--- src/rtl/fifo_byte_packer_pkg.sv ---
// Shared constants and FIFO payload type for the byte packer.
// The payload struct fixes the FIFO width as data plus the frame-end bit.
package fifo_byte_packer_pkg;

  localparam int BYTE_W = 8;
  localparam int KL_DEF = 2;
  localparam logic [BYTE_W-1:0] PAD_DEF = 8'h00;
  localparam int CNT_W = 16;
  localparam int WORD_W = BYTE_W << KL_DEF;

  typedef struct packed {
    logic              last;
    logic [WORD_W-1:0] data;
  } fifo_word_t;

  localparam int FIFO_NB = $bits(fifo_word_t);

endpackage

--- src/rtl/fifo_byte_packer_outreg.sv ---
// Single-entry output holding register feeding the FIFO write port.
// Holds data stable until out_ready; reloads in the transfer cycle.
module fifo_byte_packer_outreg
  import fifo_byte_packer_pkg::*;
#(
  parameter int Nb = 32
) (
  input  logic             wr_clk,
  input  logic             reset,
  input  logic             load,
  input  logic [Nb-1:0]    load_data,
  input  logic             load_last,
  input  logic             out_ready,
  output logic             slot_free,
  output logic             out_valid,
  output logic [Nb-1:0]    out_data,
  output logic             out_last,
  output logic [CNT_W-1:0] word_count
);

  assign slot_free = !out_valid || out_ready;

  always_ff @(posedge wr_clk) begin
    if (reset) begin
      out_valid  <= 1'b0;
      out_data   <= '0;
      out_last   <= 1'b0;
      word_count <= '0;
    end else begin
      if (load) begin
        out_valid <= 1'b1;
        out_data  <= load_data;
        out_last  <= load_last;
      end else if (out_ready) begin
        out_valid <= 1'b0;
      end
      if (out_valid && out_ready)
        word_count <= word_count + 1'b1;
    end
  end

endmodule

--- src/rtl/fifo_byte_packer.sv ---
// Packs a byte stream into K-byte words for the async FIFO write port.
// Frame ends and flushes emit a PAD-filled partial word.
module fifo_byte_packer
  import fifo_byte_packer_pkg::*;
#(
  parameter int              NbIn       = BYTE_W,
  parameter int              KL         = KL_DEF,
  parameter int              NbOut      = NbIn << KL,
  parameter logic [NbIn-1:0] PAD        = PAD_DEF,
  parameter bit              BIG_ENDIAN = 1'b0
) (
  input  logic             wr_clk,
  input  logic             reset,
  input  logic             in_valid,
  input  logic [NbIn-1:0]  in_data,
  input  logic             in_last,
  output logic             in_ready,
  input  logic             flush,
  output logic             out_valid,
  output logic [NbOut-1:0] out_data,
  output logic             out_last,
  input  logic             out_ready,
  output logic [CNT_W-1:0] word_count
);

  localparam int K = 1 << KL;

  typedef enum logic {
    ST_FILL,
    ST_HOLD
  } st_t;

  st_t state, state_nx;

  logic [K-1:0][NbIn-1:0] acc, acc_wr;
  logic [KL-1:0]          idx, lane;
  logic                   acc_last;
  logic                   accept, done_byte, done_flush;
  logic                   complete, comp_last;
  logic                   slot_free, load, load_last;
  logic [NbOut-1:0]       load_data;

  assign in_ready = (state == ST_FILL);

  // Mirrored lane for big-endian is simply the bitwise inverse of idx
  always_comb begin
    lane       = BIG_ENDIAN ? ~idx : idx;
    accept     = in_valid && in_ready;
    acc_wr     = acc;
    if (accept)
      acc_wr[lane] = in_data;
    done_byte  = accept && (&idx || in_last);
    done_flush = flush && in_ready && (|idx || accept);
    complete   = done_byte || done_flush;
    comp_last  = accept && in_last;
  end

  always_comb begin
    state_nx  = state;
    load      = 1'b0;
    load_data = acc_wr;
    load_last = comp_last;
    unique case (state)
      ST_FILL: begin
        if (complete) begin
          if (slot_free) load = 1'b1;
          else           state_nx = ST_HOLD;
        end
      end
      ST_HOLD: begin
        load_data = acc;
        load_last = acc_last;
        if (slot_free) begin
          load     = 1'b1;
          state_nx = ST_FILL;
        end
      end
      default: state_nx = ST_FILL;
    endcase
  end

  always_ff @(posedge wr_clk) begin
    if (reset) state <= ST_FILL;
    else       state <= state_nx;
  end

  always_ff @(posedge wr_clk) begin
    if (reset) begin
      acc      <= {K{PAD}};
      idx      <= '0;
      acc_last <= 1'b0;
    end else if (complete) begin
      idx      <= '0;
      acc_last <= comp_last;
      acc      <= slot_free ? {K{PAD}} : acc_wr;
    end else if (accept) begin
      idx <= idx + 1'b1;
      acc <= acc_wr;
    end else if (state == ST_HOLD && slot_free) begin
      acc <= {K{PAD}};
    end
  end

  fifo_byte_packer_outreg #(
    .Nb(NbOut)
  ) u_outreg (
    .wr_clk    (wr_clk),
    .reset     (reset),
    .load      (load),
    .load_data (load_data),
    .load_last (load_last),
    .out_ready (out_ready),
    .slot_free (slot_free),
    .out_valid (out_valid),
    .out_data  (out_data),
    .out_last  (out_last),
    .word_count(word_count)
  );

endmodule

--- config.mk ---
export PLATFORM = sky130hd
export DESIGN_NAME = fifo_byte_packer
export DESIGN_NICKNAME = d
export VERILOG_FILES = /design/src/rtl/fifo_byte_packer_pkg.sv /design/src/rtl/fifo_byte_packer_outreg.sv /design/src/rtl/fifo_byte_packer.sv
export SDC_FILE = /design/constraint.sdc
export NUM_CORES = 1
export LEC_CHECK = 0
export CORE_ASPECT_RATIO = 1.25
export CORE_MARGIN = 2
export CORE_UTILIZATION = 55
export CTS_BUF_LIST = sky130_fd_sc_hd__clkbuf_4 sky130_fd_sc_hd__clkbuf_8
export DETAILED_ROUTE_END_ITERATION = 16
export GPL_TIMING_DRIVEN = 0
export PLACE_DENSITY = 0.84
export SYNTH_ARGS = -nofsm -noshare
export SYNTH_HDL_FRONTEND = slang
export SYNTH_SLANG_ARGS = --single-unit
export TNS_END_PERCENT = 20
--- constraint.sdc ---
create_clock -name wr_clk -period 1.9 [get_ports wr_clk]
set_input_delay 0.38 -clock wr_clk [delete_from_list [all_inputs] [get_ports wr_clk]]
set_output_delay 0.38 -clock wr_clk [all_outputs]
set_load 0.005 [all_outputs]
==> flow_metrics.py <==
metrics = {
    "floorplanning": {
        "dieArea_sq_um": 7580,
        "start_util": 0.574,
        "ios": 65,
        "row_count": 33,
        "die_h_um": 96.8,
        "die_w_um": 78.3,
        "core_sq_um": 6610,
    },
    "clock_tree": {
        "cts_root_buffer": "clkbuf_8",
        "clkSinkCount": 86,
        "cts_made_buffers": 9,
        "htreeDepth": 3,
        "postCtsHoldBufs": 0,
        "tritoncts": "built",
        "insertion_delay_ns": 0.36,
        "cts.reportedPaths.clkPinSlew_ns": 0.08,
        "cts_buffer_depth": 2,
    },
    "global_routing": {
        "overflow": 0,
        "track_usage": 0.276,
        "grt_max_degree": 14,
        "grt_pass1_wl_mm": 16.5,
        "grt_pass1_vias": 3394,
        "antenna_found_initial": 0,
    },
    "place": {
        "port_buffers": 64,
        "dp_hpwl_mm": 7.11,
        "place_ws_ns": -0.449,
        "gp_congestion": 0.957,
    },
    "pwr": {
        "ir_worst_vdd_mv": 0.451,
        "power.density_nw_per_um2": 837,
        "total_power_mw": 4.03,
        "p_leak_nw": 1.65,
    },
    "detailed_routing": {
        "drc": 0,
        "totalWireLength_mm": 10.0,
        "drt_first_pass_iters": 5,
        "drtAntennaViolNets": 0,
        "wl_per_cell_um": 16.9,
        "drt_iter0_drc": 297,
        "via_per_inst": 5.78,
        "vias": 3411,
    },
    "critical_path": {
        "max_stage_delay_ns": 0.58,
        "arrival_ns": 2.13,
        "cp.required_ns": 2.15,
        "slowest_stage": "clkdlybuf4s50_1",
        "end_kind": "flip-flop",
        "path_cells": "clkdlybuf4s50_1 > nand3_2 > nor4_4 > nor3b_1 > mux2_2",
        "reg2reg_slack_ns": 0.07,
        "critPathMaxFanout": 6,
        "path_class": "primary input to flip-flop",
        "start_kind": "primary input",
    },
    "timing": {
        "hold_viol": 0,
        "fmax_mhz": 532,
        "worst_slew_pin_slew_ns": 0.554,
        "report.final.slew_viol_count": 0,
        "period_share": 0.989,
        "postLayoutSetupSlackWorst_ns": 0.0218,
        "finalCriticalPeriod_ns": 1.88,
        "whs_ns": 0.477,
        "tns_ns": 0,
        "rsz0062_at_grt": "true",
        "setup_violations": 0,
        "slew-limit-headroom": 0.630,
        "final.setup_skew_ns": 0.00772,
    },
    "logic_synthesis": {
        "synth_top_area_frac": 0.454,
        "synth_largest_area_cell": "dfxtp_1",
        "synth_sequential_area_ratio": 0.454,
        "syn_nets": 442,
        "netlist_area_sq_um": 3790,
        "async_reset_ff_frac": 0,
        "synth_ff_type": "dfxtp_1",
        "ys_ff_latch": 86,
        "synth.distinct_cells": 38,
        "ys_warn_count": 0,
        "synthTopCellsByArea": "dfxtp_1, nand2_1, a311oi_2",
        "netlist_instances": 423,
        "synth_edf_count": 0,
        "syn_avg_cell_area_sq_um": 8.96,
    },
    "final_layout": {
        "final_cell_mix": "nand2_1, dfxtp_1, clkdlybuf4s50_1, nor2_1, o32ai_1",
        "final_common_cell": "nand2_1",
        "layout.nets": 518,
        "finalCoreUtilization": 0.729,
        "syn_to_final_growth_pct": 27.0,
        "fill_cells": 534,
        "antennaDiodeCount": 0,
        "drive_gt1_frac": 0.149,
    },
    "worst_hold_path": {
        "min_path_type": "flip-flop to flip-flop",
    },
    "status": {
        "status": "finished clean",
    },
    "flow_run": {
        "maxCapViolations": 0,
    },
}
## where the power goes
group	leakage, nW	total, mW	internal, mW	switching, mW
Sequential	0.701	1.94	1.89	0.0493
Combinational	0.847	0.690	0.328	0.362
Clock	0.106	1.40	0.761	0.636
Total	1.65	4.03	2.98	1.05
## timing repair
action / CTS / global route
pin swaps: 2 / 2
setup buffers: 2 / 0
endpoints found under the setup margin: 59 / 62
gates cloned: 0 / 0
resized for setup: 8 / 13
## layout make-up
class	instances	area, sq um	share of cell area
multi-input combinational	299	1890	0.392
sequential	86	1720	0.358
timing repair buffer	66	656	0.136
buffer	33	213	0.0442
clock buffer	11	139	0.0289
tap	87	109	0.0226
clock inverter	4	72.6	0.0151
inverter	4	15.0	0.00312
## state kept, by name (all words and copies together), names as in the netlist
signal / count
acc: 32
acc_last: 1
idx: 2
state: 1
u_outreg.out_data: 32
u_outreg.out_last: 1
u_outreg.out_valid: 1
u_outreg.word_count: 16
## synthesized netlist by cell type, types with 3 or more instances
master / instances
xor2_1: 7
mux2_2: 3
a311oi_2: 20
nand3_1: 15
a311oi_1: 13
buf_2: 15
nand2_1: 91
and2_1: 6
clkbuf_1: 7
o32ai_1: 24
buf_4: 3
xnor2_1: 4
nand4_1: 4
ha_1: 5
buf_6: 4
nor2b_1: 12
dfxtp_1: 86
nor3_1: 5
a2bb2oi_1: 7
inv_1: 4
nor2_1: 57
o21ai_0: 3
buf_1: 3
a21oi_1: 7
## metal layers
layer	track usage	share of wire	vias up
li1	-	-	1649
met1	0.335	0.40	1590
met2	0.462	0.49	148
met3	0.0438	0.075	24
met4	0.157	0.028	0
met5	0	0	-
## path summary, 6_finish.rpt
kind / startpoint / end / cells past startpoint
hold / removal: acc_last / acc_last / 2
hold reg to reg: acc_last / acc_last / 2
setup reg to reg: idx[0] / acc[11] / 7
setup / recovery: out_ready / u_outreg.word_count[15] / 5
## kinds of logic after synthesis
group                    Yosys count  share of synthesized area
AND/OR/NAND/NOR                  203                      0.239
flip-flops                        86                      0.454
AO/OA/AOI/OAI                     77                      0.202
buffers and inverters             38                     0.0541
XOR/XNOR                          11                     0.0254
adder cells (fa/ha/maj)            5                     0.0165
multiplexers                       3                    0.00891
## per-stage QoR
step                      cells  cell area (sq um)
after detailed placement    574               4540
after global placement      574               4540
final                       590               4810
after global routing        590               4810
after CTS                   590               4780
after floorplan             423               3790
## worst max-delay path: cells and delay by family
kind                   cells  cell delay (ns)
multiplexers               1             0.37
AND/OR/NAND/NOR            3             0.80
buffers and inverters      1             0.58
Note: power is estimated with default switching activity, not from simulation.
